[src/rtl/game_pkg.sv]
// Shared constants and FSM state encoding for the 2048 board datapath.
package game_pkg;

    localparam int BOARD_CELLS     = 16;
    localparam int EXP_W           = 4;
    localparam int ADDR_W          = 4;
    localparam int DEFAULT_MAX_EXP = 14;
    localparam int DEFAULT_WIN_EXP = 11;

    typedef enum logic [1:0] {
        IDLE  = 2'd0,
        SCAN  = 2'd1,
        DRAIN = 2'd2,
        DONE  = 2'd3
    } scan_state_t;

endpackage

[src/rtl/tile_value_decoder.sv]
// Registered exponent-to-tile-value decoder; the exponent and valid bit ride alongside the value.
module tile_value_decoder
    import game_pkg::*;
#(
    parameter int SUM_W   = 20,
    parameter int MAX_EXP = DEFAULT_MAX_EXP
) (
    input  logic             clk,
    input  logic             rst,
    input  logic             in_valid,
    input  logic [EXP_W-1:0] in_exp,
    output logic             out_valid,
    output logic [EXP_W-1:0] out_exp,
    output logic [SUM_W-1:0] out_value
);

    always_ff @(posedge clk) begin
        if (!rst) begin
            out_valid <= 1'b0;
            out_exp   <= '0;
            out_value <= '0;
        end else begin
            out_valid <= in_valid;
            out_exp   <= in_exp;
            // Empty cells and exponents beyond the tile range carry no value.
            if (in_exp == '0 || in_exp > EXP_W'(MAX_EXP)) begin
                out_value <= '0;
            end else begin
                out_value <= SUM_W'(1) << in_exp;
            end
        end
    end

endmodule

[src/rtl/score_scan_controller.sv]
// Sweeps the 16 board cells once per request and publishes sum, max exponent,
// empty count and win flag with a one-cycle done pulse.
module score_scan_controller
    import game_pkg::*;
#(
    parameter int SUM_W   = 20,
    parameter int MAX_EXP = DEFAULT_MAX_EXP,
    parameter int WIN_EXP = DEFAULT_WIN_EXP
) (
    input  logic              clk,
    input  logic              rst,
    input  logic              start,
    output logic              busy,
    output logic              done,
    output logic [ADDR_W-1:0] cell_addr,
    input  logic [EXP_W-1:0]  cell_exp,
    output logic [SUM_W-1:0]  score_sum,
    output logic [EXP_W-1:0]  max_exp,
    output logic [4:0]        empty_cnt,
    output logic              win
);

    scan_state_t      state;
    logic             addr_valid;
    logic             rd_valid;
    logic             drain_cnt;

    logic             dec_valid;
    logic [EXP_W-1:0] dec_exp;
    logic [SUM_W-1:0] dec_value;

    logic [SUM_W-1:0] acc_sum,   sum_nx;
    logic [EXP_W-1:0] acc_max,   max_nx;
    logic [4:0]       acc_empty, empty_nx;
    logic             acc_win,   win_nx;

    tile_value_decoder #(
        .SUM_W   (SUM_W),
        .MAX_EXP (MAX_EXP)
    ) u_decoder (
        .clk       (clk),
        .rst       (rst),
        .in_valid  (rd_valid),
        .in_exp    (cell_exp),
        .out_valid (dec_valid),
        .out_exp   (dec_exp),
        .out_value (dec_value)
    );

    // Next accumulator values; publishing uses these so the last cell lands in the result.
    always_comb begin
        sum_nx   = acc_sum;
        max_nx   = acc_max;
        empty_nx = acc_empty;
        win_nx   = acc_win;
        if (dec_valid) begin
            sum_nx = acc_sum + dec_value;
            if (dec_exp != '0 && dec_exp <= EXP_W'(MAX_EXP) && dec_exp > acc_max) begin
                max_nx = dec_exp;
            end
            if (dec_exp == '0) begin
                empty_nx = acc_empty + 5'd1;
            end
            if (dec_exp == EXP_W'(WIN_EXP)) begin
                win_nx = 1'b1;
            end
        end
    end

    always_ff @(posedge clk) begin
        if (!rst) begin
            state      <= IDLE;
            busy       <= 1'b0;
            done       <= 1'b0;
            cell_addr  <= '0;
            addr_valid <= 1'b0;
            rd_valid   <= 1'b0;
            drain_cnt  <= 1'b0;
            acc_sum    <= '0;
            acc_max    <= '0;
            acc_empty  <= '0;
            acc_win    <= 1'b0;
            score_sum  <= '0;
            max_exp    <= '0;
            empty_cnt  <= '0;
            win        <= 1'b0;
        end else begin
            done      <= 1'b0;
            rd_valid  <= addr_valid;
            acc_sum   <= sum_nx;
            acc_max   <= max_nx;
            acc_empty <= empty_nx;
            acc_win   <= win_nx;
            busy      <= (state == SCAN) || (state == DRAIN);
            case (state)
                // The done cycle also accepts start so a held request runs back-to-back.
                IDLE, DONE: begin
                    if (start) begin
                        state      <= SCAN;
                        cell_addr  <= '0;
                        addr_valid <= 1'b1;
                        acc_sum    <= '0;
                        acc_max    <= '0;
                        acc_empty  <= '0;
                        acc_win    <= 1'b0;
                    end else begin
                        state <= IDLE;
                    end
                end
                SCAN: begin
                    if (cell_addr == ADDR_W'(BOARD_CELLS - 1)) begin
                        state      <= DRAIN;
                        addr_valid <= 1'b0;
                        drain_cnt  <= 1'b0;
                    end else begin
                        cell_addr <= cell_addr + 4'd1;
                    end
                end
                DRAIN: begin
                    if (drain_cnt) begin
                        state     <= DONE;
                        done      <= 1'b1;
                        score_sum <= sum_nx;
                        max_exp   <= max_nx;
                        empty_cnt <= empty_nx;
                        win       <= win_nx;
                    end else begin
                        drain_cnt <= 1'b1;
                    end
                end
                default: state <= IDLE;
            endcase
        end
    end

endmodule

[config.mk]
export PLATFORM = sky130hd
export DESIGN_NAME = score_scan_controller
export DESIGN_NICKNAME = d
export VERILOG_FILES = /design/src/rtl/game_pkg.sv /design/src/rtl/tile_value_decoder.sv /design/src/rtl/score_scan_controller.sv
export SDC_FILE = /design/constraint.sdc
export NUM_CORES = 1
export LEC_CHECK = 0
export CELL_PAD_IN_SITES_DETAIL_PLACEMENT = 0
export CELL_PAD_IN_SITES_GLOBAL_PLACEMENT = 2
export CORE_ASPECT_RATIO = 0.7
export CORE_MARGIN = 1
export CORE_UTILIZATION = 37
export DETAILED_ROUTE_END_ITERATION = 6
export GPL_TIMING_DRIVEN = 0
export PLACE_DENSITY_LB_ADDON = 0.3
export SYNTH_ARGS = -nofsm -noshare
export SYNTH_HDL_FRONTEND = slang
export SYNTH_SLANG_ARGS = --single-unit
export TNS_END_PERCENT = 20
[constraint.sdc]
create_clock -name clk -period 5.2 [get_ports clk]
set_input_delay 1.04 -clock clk [delete_from_list [all_inputs] [get_ports clk]]
set_output_delay 1.04 -clock clk [all_outputs]
set_load 0.01 [all_outputs]
==> results.txt <==
- Across all layers, the routed design uses 3542 vias.
- In this run the vertical extent of the chip is 91.1 microns.
- After clock tree synthesis, the setup repair step added 0 buffers.
- Clk sink count: 92
- The clock period could shrink to 2550 ps.
- Gates resized during post-CTS repair numbered 0.
* Number of antenna violations at the first check in global routing: 0
- Number of hold-slack violations in the final timing report: 0
* Total of hold buffers inserted after clock tree synthesis: 0
* H-tree depth reported by CTS: 3
- Placed Cells incl. Taps: 671
* Area of the core: about 0.011 sq mm
- Based on the critical path, the design can be clocked at up to 392 MHz.
- Number of vias per cell: 5.16
- Initial DRT Pass Iterations: 4
- STA classifies the critical path startpoint as a flip-flop.
* Endpoint arrival time on the critical path: 2820 ps
- Of the available clock period, the critical path in the final layout requires 0.491.
* Cell type with the largest total area after synthesis: sky130_fd_sc_hd__dfxtp_1
* Dominant synthesized flop cell: sky130_fd_sc_hd__dfxtp_1
- Worst Max-Slew Pin Slew: 964 ps
* Final setup violation count: 0
- In the final design database the tool counted 561 nets.
- Async set-or-reset flop fraction in the synthesized netlist: 0
- Counting along the longest clock path gives a buffer depth of 2.
* Effective utilization at floorplan: 0.381
- The number of cells on the worst reg-to-reg path is 8.
- Relative to the synthesized area, the layout overhead comes to 22.4%.
- Setup repair after global routing missed its margin: false
- At the worst endpoint, the required time is between 5000 and 6000 ps.
* DR WL/cell: ~16 microns
* Filler Cells Inserted: 1087
- At the end of the flow the core is filled with cells to 0.466.
* Leakage: 1.89 nW
- Max-slew violations: 0
- Number of CTS-inserted buffers: 9
- In this run the remaining antenna-violating nets after routing total 0.
- Number of instances on the worst hold path: 1
* Initial DRC Count: about 190
* Pin count of the biggest net entering global routing: 17
- The synthesized netlist occupies a cell area of 0.00419 sq mm.
- Post-synth top cells: sky130_fd_sc_hd__dfxtp_1 (92), sky130_fd_sc_hd__nor2_1 (70), sky130_fd_sc_hd__a21oi_1 (36), sky130_fd_sc_hd__o21ai_0 (27), sky130_fd_sc_hd__ha_1 (24)
- Counting flops with a built-in enable in the synthesized netlist gives 0.
- Die footprint: 0.0118 sq mm
* Post-synth top area share: 0.439
- The worst setup path is captured at a flip-flop.
* Cell variety after synth: 50
- Wire length of the first global-routing pass: 17900 microns
- Global route overflow: 0
- TritonCTS built the clock tree.
- 43 I/O pins were placed.
* Count of buffers inserted at the top-level ports: 42
- Counting every instance in the synthesized netlist gives approximately 480.
- Final clock skew: ~6.2 ps
- Clock latency on the worst-skew pair: 340 ps
- CP Class: reg2reg
- Biggest fanout along the worst timing path: 4
- The worst path meets setup with 2650 ps of slack.
* Number of design rule violations left after detail routing: 0
* Yosys Warn Count: 0
- Detailed placement HPWL: 8270 microns
- Antenna Cells: 0
- A synthesized cell averages 8.82 sq um.
- Post-placement setup slack: 2520 ps
- VDD sags by at most 0.225 mV.
- Measured against its own limit, the worst slew margin works out to 0.356.
- Final WL: 11000 microns
* Register bit total from synthesis: 92
- Clock-pin slew was measured on the worst setup and hold paths at 70 ps.
- X dimension of the die: about 130 microns
* Root Buffer Master: sky130_fd_sc_hd__clkbuf_16
* Total power per unit cell area: 359 mW/mm^2
- At the end of routability-driven placement, the weighted congestion stood at 0.819.
- In the post-synthesis netlist, the biggest area contributors are sky130_fd_sc_hd__dfxtp_1 (44%), sky130_fd_sc_hd__ha_1 (7.2%), sky130_fd_sc_hd__nor2_1 (6.3%).
- The run finished with clean final reports.
* Min Hold Slack: 434 ps
- Reported max-cap violation count: 0
- Setup TNS: 0 ps
* Hold WC Path Type: reg2reg
- Top-count cell post-synth: sky130_fd_sc_hd__dfxtp_1
* Floorplan row count: 32
- Total track usage: 0.200
- The number of global-route vias before repair came to 3431.
* Fraction of layout instances using a drive strength above 1: 0.0506
- Sequential element share of the synthesized area: 0.439
- Final Non-Filler Cells: 687
## flip-flops by register name, summed over array words and instances, names as in the netlist
register,cells
acc_sum,20
score_sum,20
u_decoder.out_value,16
acc_empty,5
empty_cnt,5
acc_max,4
cell_addr,4
max_exp,4
u_decoder.out_exp,4
state,2
acc_win,1
addr_valid,1
busy,1
done,1
drain_cnt,1
rd_valid,1
u_decoder.out_valid,1
win,1
## worst paths after layout
check / startpoint / to / slack (ps)
max: u_decoder.out_value[0] / score_sum[14] / 2650
min: rd_valid / u_decoder.out_valid / 430
max reg2reg: u_decoder.out_value[0] / score_sum[14] / 2650
min reg2reg: rd_valid / u_decoder.out_valid / 430
## power breakdown
group | internal, mW | switching, mW | total [mW]
clock | 0.424 | 0.286 | 0.710
combinational | 0.138 | 0.206 | 0.345
sequential | 0.757 | 0.0314 | 0.789
total | 1.32 | 0.524 | 1.84
## cells by family (layout without fill, tap and decap cells)
family,count (synthesis),count (layout),synth area share
buffers and inverters,34,92,0.0310
DFF,92,92,0.439
adders and majority gates,25,25,0.0764
and+or+nand+nor,169,169,0.196
xor gates and xnor gates,14,14,0.0293
muxes,11,11,0.0269
AOI/OAI and AO/OA,129,129,0.200
other,1,2,0.000895
## layout by cell type (no fill, tap or decap), drive strengths merged, types with 5 or more instances in the layout
master,n
a21oi,37
mux2i,9
nand3,13
nor2b,9
o21ai,28
or3,7
nor3,5
nand2b,14
nand4,5
xor2,9
xnor2,5
nand2,22
a21o,7
dfxtp,92
nor2,70
a211oi,22
ha,24
clkbuf,28
and2,12
inv,14
a31oi,10
clkdlybuf4s50,42
## routing by layer
metal  wire length, microns  up-vias  track usage
met5                      0        -            0
li1                       -     1796            -
met4                    100        0       0.0500
met2                   4670       70        0.297
met1                   5540     1667        0.289
met3                    677        9       0.0424
## worst max-delay path, cell delays in order, from the launching register on
cell and delay [ps]:
sky130_fd_sc_hd__dfxtp_1 300, sky130_fd_sc_hd__ha_1 220, sky130_fd_sc_hd__fa_1 410, sky130_fd_sc_hd__a21oi_1 240
sky130_fd_sc_hd__o21ai_0 150, sky130_fd_sc_hd__a311o_1 450, sky130_fd_sc_hd__a31oi_1 230, sky130_fd_sc_hd__mux2_2 370
sky130_fd_sc_hd__a31oi_1 120
## area by class of cell
type,count,area [sq um],share of cell area
flip-flops and latches,92,1840,0.359
well taps,153,191,0.0373
clock inverters,7,98.8,0.0193
inverters,13,48.8,0.00951
clock buffers,9,225,0.0439
plain buffers,21,81.3,0.0158
repair buffers,42,420,0.0819
multi-input cells,350,2220,0.433
## through the flow
step,instance area (sq um),power (mW)
floorplan,4200,1.01
global route,5130,1.93
detailed placement,4810,1.15
CTS,5130,1.86
global placement,4810,1.15
finish,5130,1.84
No activity file was read; power rests on OpenSTA's default activity.
